### src/rtl/down_fifo_pkg.sv
// Shared types and width helpers for the downstream FIFO arbiter.
package down_fifo_pkg;

  typedef enum logic {
    IDLE = 1'b0,
    XFER = 1'b1
  } state_e;

  localparam int unsigned PKT_CNT_W = 16;

  // Counter/index width for a range of n values, never narrower than one bit.
  function automatic int unsigned cnt_w(input int unsigned n);
    return (n > 32'd1) ? $clog2(n) : 1;
  endfunction

endpackage

### src/rtl/down_fifo_arbiter_if.sv
// Requester-side streams plus the shared FIFO write port, seen from the arbiter.
interface down_fifo_arbiter_if #(
  parameter int unsigned NUM_REQ = 2,
  parameter int unsigned DATA_W  = 32
);

  logic [NUM_REQ-1:0]        req_i;
  logic [NUM_REQ*DATA_W-1:0] dat_i;
  logic [NUM_REQ-1:0]        valid_i;
  logic [NUM_REQ-1:0]        last_i;
  logic [NUM_REQ-1:0]        ready_o;
  logic [DATA_W-1:0]         fifo_dat_o;
  logic                      fifo_wr_o;
  logic                      fifo_full_i;
  logic [NUM_REQ-1:0]        grant_o;

  modport slave (
    input  req_i, dat_i, valid_i, last_i, fifo_full_i,
    output ready_o, fifo_dat_o, fifo_wr_o, grant_o
  );

  modport master (
    output req_i, dat_i, valid_i, last_i, fifo_full_i,
    input  ready_o, fifo_dat_o, fifo_wr_o, grant_o
  );

endinterface

### src/rtl/down_fifo_rr_pick.sv
// Combinational round-robin picker: first request at or above the pointer, with wrap.
module down_fifo_rr_pick
  import down_fifo_pkg::*;
#(
  parameter int unsigned NUM_REQ = 2,
  parameter int unsigned PTR_W   = cnt_w(NUM_REQ)
) (
  input  logic [NUM_REQ-1:0] req_i,
  input  logic [PTR_W-1:0]   ptr_i,
  output logic [NUM_REQ-1:0] gnt_o,
  output logic               found_o
);

  logic [PTR_W-1:0] idx;

  always_comb begin
    gnt_o   = '0;
    found_o = 1'b0;
    idx     = '0;
    for (int unsigned i = 0; i < NUM_REQ; i++) begin
      idx = PTR_W'((32'(ptr_i) + i) % NUM_REQ);
      if (!found_o && req_i[idx]) begin
        gnt_o[idx] = 1'b1;
        found_o    = 1'b1;
      end
    end
  end

endmodule

### src/rtl/down_fifo_arbiter.sv
// Packet-granular round-robin arbiter feeding one shared downstream FIFO,
// with stall-timeout and over-length protection plus sticky status.
module down_fifo_arbiter
  import down_fifo_pkg::*;
#(
  parameter int unsigned NUM_REQ = 2,
  parameter int unsigned DATA_W  = 32,
  parameter int unsigned MAX_PKT = 256,
  parameter int unsigned TIMEOUT = 1024
) (
  input  logic                 clk_i,
  input  logic                 reset_n_i,
  down_fifo_arbiter_if.slave   bus,
  output logic                 busy_o,
  output logic                 err_timeout_o,
  output logic                 err_overlen_o,
  input  logic                 clear_err_i,
  output logic [PKT_CNT_W-1:0] pkt_cnt_o
);

  localparam int unsigned PTR_W  = cnt_w(NUM_REQ);
  localparam int unsigned WCNT_W = cnt_w(MAX_PKT);
  localparam int unsigned TMR_W  = cnt_w(TIMEOUT);

  state_e               state_q, state_d;
  logic [NUM_REQ-1:0]   grant_q, grant_d;
  logic [PTR_W-1:0]     ptr_q, ptr_d;
  logic [WCNT_W-1:0]    wcnt_q, wcnt_d;
  logic [TMR_W-1:0]     tmr_q, tmr_d;
  logic [DATA_W-1:0]    fifo_dat_q, fifo_dat_d;
  logic                 fifo_wr_q, fifo_wr_d;
  logic                 busy_q, busy_d;
  logic                 err_to_q, err_to_d;
  logic                 err_ol_q, err_ol_d;
  logic [PKT_CNT_W-1:0] pkt_cnt_q, pkt_cnt_d;

  logic [NUM_REQ-1:0]   pick_gnt;
  logic                 pick_found;
  logic [NUM_REQ-1:0]   ready_c;
  logic [PTR_W-1:0]     gidx;
  logic [PTR_W-1:0]     ptr_nxt;
  logic [DATA_W-1:0]    dat_g;
  logic                 valid_g;
  logic                 last_g;
  logic                 acc;
  logic                 new_to;
  logic                 new_ol;

  down_fifo_rr_pick #(
    .NUM_REQ (NUM_REQ),
    .PTR_W   (PTR_W)
  ) u_pick (
    .req_i   (bus.req_i),
    .ptr_i   (ptr_q),
    .gnt_o   (pick_gnt),
    .found_o (pick_found)
  );

  // Granted-lane view; grant_q is zero outside XFER so ready stays low in IDLE.
  always_comb begin
    ready_c = grant_q & bus.valid_i & {NUM_REQ{~bus.fifo_full_i}};
    valid_g = |(grant_q & bus.valid_i);
    last_g  = |(grant_q & bus.last_i);
    acc     = |ready_c;
    gidx    = '0;
    dat_g   = '0;
    for (int unsigned k = 0; k < NUM_REQ; k++) begin
      if (grant_q[k]) begin
        gidx = PTR_W'(k);
      end
      dat_g = dat_g | (bus.dat_i[k*DATA_W +: DATA_W] & {DATA_W{grant_q[k]}});
    end
    ptr_nxt = (gidx == PTR_W'(NUM_REQ - 1)) ? '0 : gidx + PTR_W'(1);
  end

  always_comb begin
    state_d    = state_q;
    grant_d    = grant_q;
    ptr_d      = ptr_q;
    wcnt_d     = wcnt_q;
    tmr_d      = tmr_q;
    fifo_dat_d = fifo_dat_q;
    fifo_wr_d  = 1'b0;
    pkt_cnt_d  = pkt_cnt_q;
    new_to     = 1'b0;
    new_ol     = 1'b0;

    case (state_q)
      IDLE: begin
        if (pick_found) begin
          grant_d = pick_gnt;
          state_d = XFER;
          wcnt_d  = '0;
          tmr_d   = '0;
        end
      end
      XFER: begin
        if (acc) begin
          fifo_wr_d  = 1'b1;
          fifo_dat_d = dat_g;
          tmr_d      = '0;
          // A full-length packet without last is cut here; the rest re-arbitrates.
          if (last_g || (wcnt_q == WCNT_W'(MAX_PKT - 1))) begin
            new_ol    = ~last_g;
            pkt_cnt_d = pkt_cnt_q + PKT_CNT_W'(1);
            ptr_d     = ptr_nxt;
            grant_d   = '0;
            state_d   = IDLE;
          end else begin
            wcnt_d = wcnt_q + WCNT_W'(1);
          end
        end else if (!valid_g) begin
          if (tmr_q == TMR_W'(TIMEOUT - 1)) begin
            new_to  = 1'b1;
            ptr_d   = ptr_nxt;
            grant_d = '0;
            state_d = IDLE;
          end else begin
            tmr_d = tmr_q + TMR_W'(1);
          end
        end
      end
      default: state_d = IDLE;
    endcase

    busy_d   = (state_d == XFER);
    err_to_d = new_to | (err_to_q & ~clear_err_i);
    err_ol_d = new_ol | (err_ol_q & ~clear_err_i);
  end

  always_ff @(posedge clk_i or negedge reset_n_i) begin
    if (!reset_n_i) begin
      state_q    <= IDLE;
      grant_q    <= '0;
      ptr_q      <= '0;
      wcnt_q     <= '0;
      tmr_q      <= '0;
      fifo_dat_q <= '0;
      fifo_wr_q  <= 1'b0;
      busy_q     <= 1'b0;
      err_to_q   <= 1'b0;
      err_ol_q   <= 1'b0;
      pkt_cnt_q  <= '0;
    end else begin
      state_q    <= state_d;
      grant_q    <= grant_d;
      ptr_q      <= ptr_d;
      wcnt_q     <= wcnt_d;
      tmr_q      <= tmr_d;
      fifo_dat_q <= fifo_dat_d;
      fifo_wr_q  <= fifo_wr_d;
      busy_q     <= busy_d;
      err_to_q   <= err_to_d;
      err_ol_q   <= err_ol_d;
      pkt_cnt_q  <= pkt_cnt_d;
    end
  end

  assign bus.ready_o    = ready_c;
  assign bus.grant_o    = grant_q;
  assign bus.fifo_dat_o = fifo_dat_q;
  assign bus.fifo_wr_o  = fifo_wr_q;
  assign busy_o         = busy_q;
  assign err_timeout_o  = err_to_q;
  assign err_overlen_o  = err_ol_q;
  assign pkt_cnt_o      = pkt_cnt_q;

endmodule

### src/flat_wrapper.sv
// flat-port wrapper written by rule: the top's interface ports become plain ports
module down_fifo_arbiter_flat import down_fifo_pkg::*;
#(
  parameter int unsigned NUM_REQ = 2,
  parameter int unsigned DATA_W  = 32,
  parameter int unsigned MAX_PKT = 256,
  parameter int unsigned TIMEOUT = 1024
)
  (clk_i, reset_n_i, busy_o, err_timeout_o, err_overlen_o, clear_err_i, pkt_cnt_o, bus_req_i, bus_dat_i, bus_valid_i, bus_last_i, bus_fifo_full_i, bus_ready_o, bus_fifo_dat_o, bus_fifo_wr_o, bus_grant_o);
  down_fifo_arbiter_if #(.NUM_REQ(NUM_REQ), .DATA_W(DATA_W)) bus_i ();
  input  logic clk_i;
  input  logic reset_n_i;
  output logic busy_o;
  output logic err_timeout_o;
  output logic err_overlen_o;
  input  logic clear_err_i;
  output logic [PKT_CNT_W-1:0] pkt_cnt_o;
  input wire logic [$bits(bus_i.req_i)-1:0] bus_req_i;
  input wire logic [$bits(bus_i.dat_i)-1:0] bus_dat_i;
  input wire logic [$bits(bus_i.valid_i)-1:0] bus_valid_i;
  input wire logic [$bits(bus_i.last_i)-1:0] bus_last_i;
  input wire logic [$bits(bus_i.fifo_full_i)-1:0] bus_fifo_full_i;
  output wire logic [$bits(bus_i.ready_o)-1:0] bus_ready_o;
  output wire logic [$bits(bus_i.fifo_dat_o)-1:0] bus_fifo_dat_o;
  output wire logic [$bits(bus_i.fifo_wr_o)-1:0] bus_fifo_wr_o;
  output wire logic [$bits(bus_i.grant_o)-1:0] bus_grant_o;
  assign bus_i.req_i = bus_req_i;
  assign bus_i.dat_i = bus_dat_i;
  assign bus_i.valid_i = bus_valid_i;
  assign bus_i.last_i = bus_last_i;
  assign bus_i.fifo_full_i = bus_fifo_full_i;
  assign bus_ready_o = bus_i.ready_o;
  assign bus_fifo_dat_o = bus_i.fifo_dat_o;
  assign bus_fifo_wr_o = bus_i.fifo_wr_o;
  assign bus_grant_o = bus_i.grant_o;
  down_fifo_arbiter #(.NUM_REQ(NUM_REQ), .DATA_W(DATA_W), .MAX_PKT(MAX_PKT), .TIMEOUT(TIMEOUT)) u_core (.clk_i(clk_i), .reset_n_i(reset_n_i), .bus(bus_i), .busy_o(busy_o), .err_timeout_o(err_timeout_o), .err_overlen_o(err_overlen_o), .clear_err_i(clear_err_i), .pkt_cnt_o(pkt_cnt_o));
endmodule
### config.mk
export PLATFORM = sky130hd
export DESIGN_NAME = down_fifo_arbiter_flat
export DESIGN_NICKNAME = d
export VERILOG_FILES = /design/src/rtl/down_fifo_pkg.sv /design/src/rtl/down_fifo_arbiter_if.sv /design/src/rtl/down_fifo_rr_pick.sv /design/src/rtl/down_fifo_arbiter.sv /design/src/flat_wrapper.sv
export SDC_FILE = /design/constraint.sdc
export NUM_CORES = 1
export LEC_CHECK = 0
export ABC_AREA = 1
export BUFFER_PORTS_ARGS = -buffer_cell sky130_fd_sc_hd__buf_2
export CORE_MARGIN = 3
export CORE_UTILIZATION = 46
export CTS_CLUSTER_DIAMETER = 40
export DETAILED_ROUTE_END_ITERATION = 10
export PLACE_DENSITY = 0.86
export SYNTH_ARGS = -nofsm -noshare
export SYNTH_HDL_FRONTEND = slang
export SYNTH_SLANG_ARGS = --single-unit
export TNS_END_PERCENT = 30
### constraint.sdc
create_clock -name clk_i -period 1.3 [get_ports clk_i]
set_input_delay 0.065 -clock clk_i [delete_from_list [all_inputs] [get_ports clk_i]]
set_output_delay 0.065 -clock clk_i [all_outputs]
set_load 0.05 [all_outputs]
# Yosys cells after proc, flatten, opt, wreduce, memory -nomap -nowiden
# Index checks and enable logic that the tools add are counted.
# Widths: inputs -> output; s select.
# word_totals
reg_bits,73
out_inout_bits,56
input_bits,74
wordCells,108
# classes
add_sub_neg,5
eq_ne,11
reduce_logical,15
n_lt_le_gt_ge,4
bitwise,15
muxes,48
# op_table
op,count
$and 32x32->32,2
$mux 10,4
$or 32x32->32,1
$mux 1,28
$mux 8,3
$pmux 10 s2,1
$add 16x1->16 const B,1
$pmux 8 s2,1
$mux 2,7
$ne 3x3->1 const B,4
$add 10x1->10 const B,1
$eq 10x10->1 const B,1
$reduce_and 3->1,3
$add 8x1->8 const B,1
$eq 8x8->1 const B,1
$ne 2x2->1 const B,4
$reduce_and 4->1,2
$and 2x2->2,3
$reduce_or 2->1,3
$lt 1x2->1 const B,2
$not 1->1,4
$pmux 2 s2,1
$logic_and 1x1->1,3
$add 1x1->1 const B,2
other kinds (11),15

# Logic depth before layout (Yosys ltp)
# logic_depth
ltp_word,9
mapped_depth,11
mapped_depth_nobuf,10

# Hierarchy
# From an unflattened synthesis, not the netlist that was laid out.
# hier_totals
hier_cells,508
hier_area_um2,3872.5
# by_module_without_submodules
mod,instances,seq_area_each_um2,cells_per_inst,area_each_um2
down_fifo_arbiter,1,1826.8,502,3847.4
down_fifo_rr_pick,1,0.0,6,25.0

# Worst setup path before layout
# OpenSTA, ideal clock, no wires.
# synth_timing
kind,register to register
start,"reg u_core.grant_q[0], in the netlist u_core.bus.grant_o[0]"
end,"reg u_core.pkt_cnt_q[9], in the netlist u_core.pkt_cnt_o[9]"
setup_time_ns,0.120
period_less_slack_ns,1.688
path_stages_with_launch,10
arrival_ns,1.568
path_buffers,2
t_required_ns,1.180
slack_ns,-0.388
cell_sequence,dfrtp_1 buf_4 inv_1 o21ai_2 inv_1 nand2_2 nand2_4 buf_6 o21ai_1 nand2_1
# synth_via
elab_chain_len,4
elab_cells_between_ends,7
cone_classes,bitwise (3); reduce/logical (4)
# synth_lines
item,line,rtl
"start, declared",down_fifo_arbiter.sv:26,"logic [NUM_REQ-1:0] grant_q, grant_d;"
"start signal, assigned",down_fifo_arbiter.sv:146,grant_q <= grant_d;
"$and 2x2->2, on equally long branches","down_fifo_arbiter.sv:61, down_fifo_arbiter.sv:63",
$and 2x2->2 / $reduce_or 2->1 (equally long branches),"down_fifo_arbiter.sv:61, down_fifo_arbiter.sv:63",
$reduce_or 2->1 / $logic_or 1x1->1 (equally long branches),"down_fifo_arbiter.sv:64, down_fifo_arbiter.sv:103",
$reduce_and 3->1 (no source line) (*),-,
"end signal, assigned",down_fifo_arbiter.sv:155,pkt_cnt_q <= pkt_cnt_d;
"end, declared",down_fifo_arbiter.sv:35,"logic [PKT_CNT_W-1:0] pkt_cnt_q, pkt_cnt_d;"
# Every way passes the cells marked *; elsewhere a longest branch is shown, timed or not.
# A chain may end at the register's enable or synchronous reset.

# Worst setup path in the final report
# layout_timing
start,reg u_core.wcnt_q[0]
end,"reg u_core.pkt_cnt_q[3], in the netlist u_core.pkt_cnt_o[3]"
# layout_via
elab_chain_len,3
# layout_lines
item,line,rtl
"start, declared",down_fifo_arbiter.sv:28,"logic [WCNT_W-1:0] wcnt_q, wcnt_d;"
"start signal, assigned",down_fifo_arbiter.sv:148,wcnt_q <= wcnt_d;
$eq 8x8->1,down_fifo_arbiter.sv:103,if (last_g || (wcnt_q == WCNT_W'(MAX_PKT - 1))) begin
$logic_or 1x1->1,down_fifo_arbiter.sv:103,
$reduce_and 3->1 (no source line),-,
# Every way passes these cells.

==> results.ini <==
[run_status]
status=finished, violations left
violations=negative setup slack

[sta]
slew_headroom_pct=74.00
fmax_mhz=653.6
whs_ns=0.009829
fin_skew_ns=0.01231
hold_violations=0
min_period_ns=1.530
maxSlewViolCount=0
finalCritPeriodShare_pct=117.7
tightestPinTransition_ns=0.3901
setup_violations=68
finalSetupTns_ns=-7.179
grt_setup_unrepaired=true
setup_slack_ns=-0.2299

[placed_design]
dpl_worst_slack_ns=-0.2987
place_congestion=0.8927
placed_area_um2=5047
hpwl_mm=7.960
placedCellCount=790
port_buffers=129

[detailed_routing]
drc=0
vias=4782
viasPerCell=5.373
firstDrtPassIters=5
drtIter0Drc=344
routedWlPerCell_um=16.16
finalWirelength_mm=14.38
ant_nets=0

[finish]
synthToLayoutAreaGrowth_pct=60.31
final_cell_area_um2=6402
fillerInstances=497
final_cells=890
drive_gt1_share_pct=37.71
num_antenna_cells=0
post-route-util_pct=76.76
final_cell_mix=nand2_1, buf_2, dfrtp_1
layout_commonest_cell=nand2_1
nNetsFinal=857

[synth]
ys_seq_area_share_pct=45.74
synth_edf_count=0
netlist_area_um2=3994
yosysWarnings=0
synth-seq-cells=73
syn_area_per_cell_um2=7.578
synth-async-reset-ratio_pct=100.0
synth_ff_type=dfrtp_1
syn_nets=604
yosys.cell_types.count=33
synth_cells=527

[hold_path]
holdPathStages=3
hold_class=in -> reg
worstHoldEndpoint=u_core.bus.grant_o[1]
min_from=bus_req_i[1]

[global_route]
grt_antenna_before_repair=0
grt_pass1_wl_mm=21.82
grt_pass1_vias=4739
track_usage_pct=27.33
grt_max_degree=74
grt.overflow.total=0

[floorplan]
die_y_um=99.18
coreArea_um2=8341
die_w_um=99.18
rows=33
die_area_um2=9837
initial_utilization_pct=47.88
ios=130

[clocking]
cts_max_level=3
cts_buffers=9
clock_latency_ns=0.35
path_clk_slew_ns=0.08
cts_root_buf=clkbuf_8
cts_sinks=73
clock_path_buffers=2
cts_tree=yes

[power_and_ir_drop]
peakVddDrop_v=0.001107
p_leak_nw=3.179
power_mw=13.15
pwr_density_cell_nw_per_um2=2054

[critical_path]
cp_max_fo=8
r2r_start=u_core.wcnt_q[0]
crit_type=reg -> reg
crit_required_ns=1.55
r2r-end=u_core.pkt_cnt_o[3]
r2r_slack_ns=-0.23
crit_arrival_ns=1.78
ff2ff_path_depth=11
crit_path_end_kind=register
cp-start-kind=register

[flow_run]
cap_violations=0

worst max path at each step:
| stage | from | endpoint | depth (start not counted) |
|---|---|---|---|
| 6_report | u_core.wcnt_q[0] | u_core.pkt_cnt_o[3] | 11 |
| 5_1_grt | u_core.wcnt_q[0] | u_core.pkt_cnt_o[3] | 11 |
| 4_1_cts | u_core.wcnt_q[0] | u_core.pkt_cnt_o[9] | 9 |
| 3_5_place_dp | u_core.wcnt_q[0] | u_core.wcnt_q[2] | 9 |
| 3_3_place_gp | u_core.wcnt_q[0] | u_core.wcnt_q[1] | 9 |
| 2_1_floorplan | u_core.bus.grant_o[0] | u_core.bus.fifo_dat_o[14] | 9 |
cells in the mapped netlist, types with 3 or more instances:
library cell,count,area (um^2)
a31oi_1,32,200.2
buf_6,7,78.83
buf_2,4,20.02
o21ai_1,7,35.03
nand2_2,5,31.28
nor2_1,61,229.0
nand3_1,26,130.1
o21ai_0,13,65.06
xor2_1,6,52.55
xnor2_1,4,35.03
nand2_1,192,720.7
ha_1,3,37.54
nand3b_1,4,30.03
nand4_1,10,62.56
nor2_2,4,25.02
clkbuf_1,7,26.28
nand2_4,3,33.78
buf_4,5,37.54
inv_1,39,146.4
nor3_1,5,25.02
dfrtp_1,73,1827
power breakdown:
group / leakage, nW / total [mW] / internal, mW / switching [mW]
clock network: 0.0818 / 1.54 / 0.679 / 0.859
registers: 0.904 / 3.68 / 3.09 / 0.592
logic: 2.19 / 7.93 / 2.66 / 5.28
total: 3.18 / 13.2 / 6.42 / 6.73
worst max-delay path, cell delays in order (launching register included):
cell,delay [ns]
dfrtp_1,0.42
ha_4,0.17
nand2_4,0.06
nor2_4,0.13
nand2_2,0.10
nand2_4,0.11
nand2_8,0.10
buf_12,0.16
clkinv_8,0.06
nand2_2,0.04
nand2_1,0.05
nand2_1,0.04
metal layers:
layer | up-vias | GRT usage [%] | routed length (um) | part of all wire, %
met5 | - | 0 | 0 | 0
met4 | 0 | 15.76 | 679 | 4.7
met3 | 80 | 4.769 | 960 | 6.7
met2 | 265 | 49.33 | 7642 | 53
met1 | 2237 | 30.02 | 5096 | 35
li1 | 2200 | - | - | -
cell type report:
cell class                 count  area, um^2  share of cell area [%]
multi-input combinational    388        2064                   32.25
timing repair buffer         262        1977                   30.88
sequential                    73        1836                   28.67
inverter                      43       190.2                   2.970
tap                          105       131.4                   2.052
clock buffer                  10       127.6                   1.993
timing repair inverter         3       41.29                  0.6449
clock inverter                 6       35.03                  0.5472
cell families after synthesis:
group / synth area share (%)
AND/OR/NAND/NOR: 34.05
flip-flops: 45.74
buffers and inverters: 8.303
AO/OA/AOI/OAI: 8.772
XOR/XNOR: 2.193
adder cells (fa/ha/maj): 0.9399
state kept, by name, indices dropped and copies added (netlist names):
| signal | count |
|---|---|
| u_core.pkt_cnt_o | 16 |
| u_core.ptr_q | 1 |
| u_core.state_q | 1 |
| u_core.bus.fifo_wr_o | 1 |
| u_core.bus.fifo_dat_o | 32 |
| u_core.err_timeout_o | 1 |
| u_core.bus.grant_o | 2 |
| u_core.err_overlen_o | 1 |
| u_core.tmr_q | 10 |
| u_core.wcnt_q | 8 |
repair_timing:
item	CTS	global route
hold buffers	63	1
buffers inserted	9	8
hold endpoints to repair	106	1
pin swaps	19	13
cloned	0	3
endpoints found under the setup margin	76	77
gates resized for setup	52	68
(Power assumes the default switching activity.)
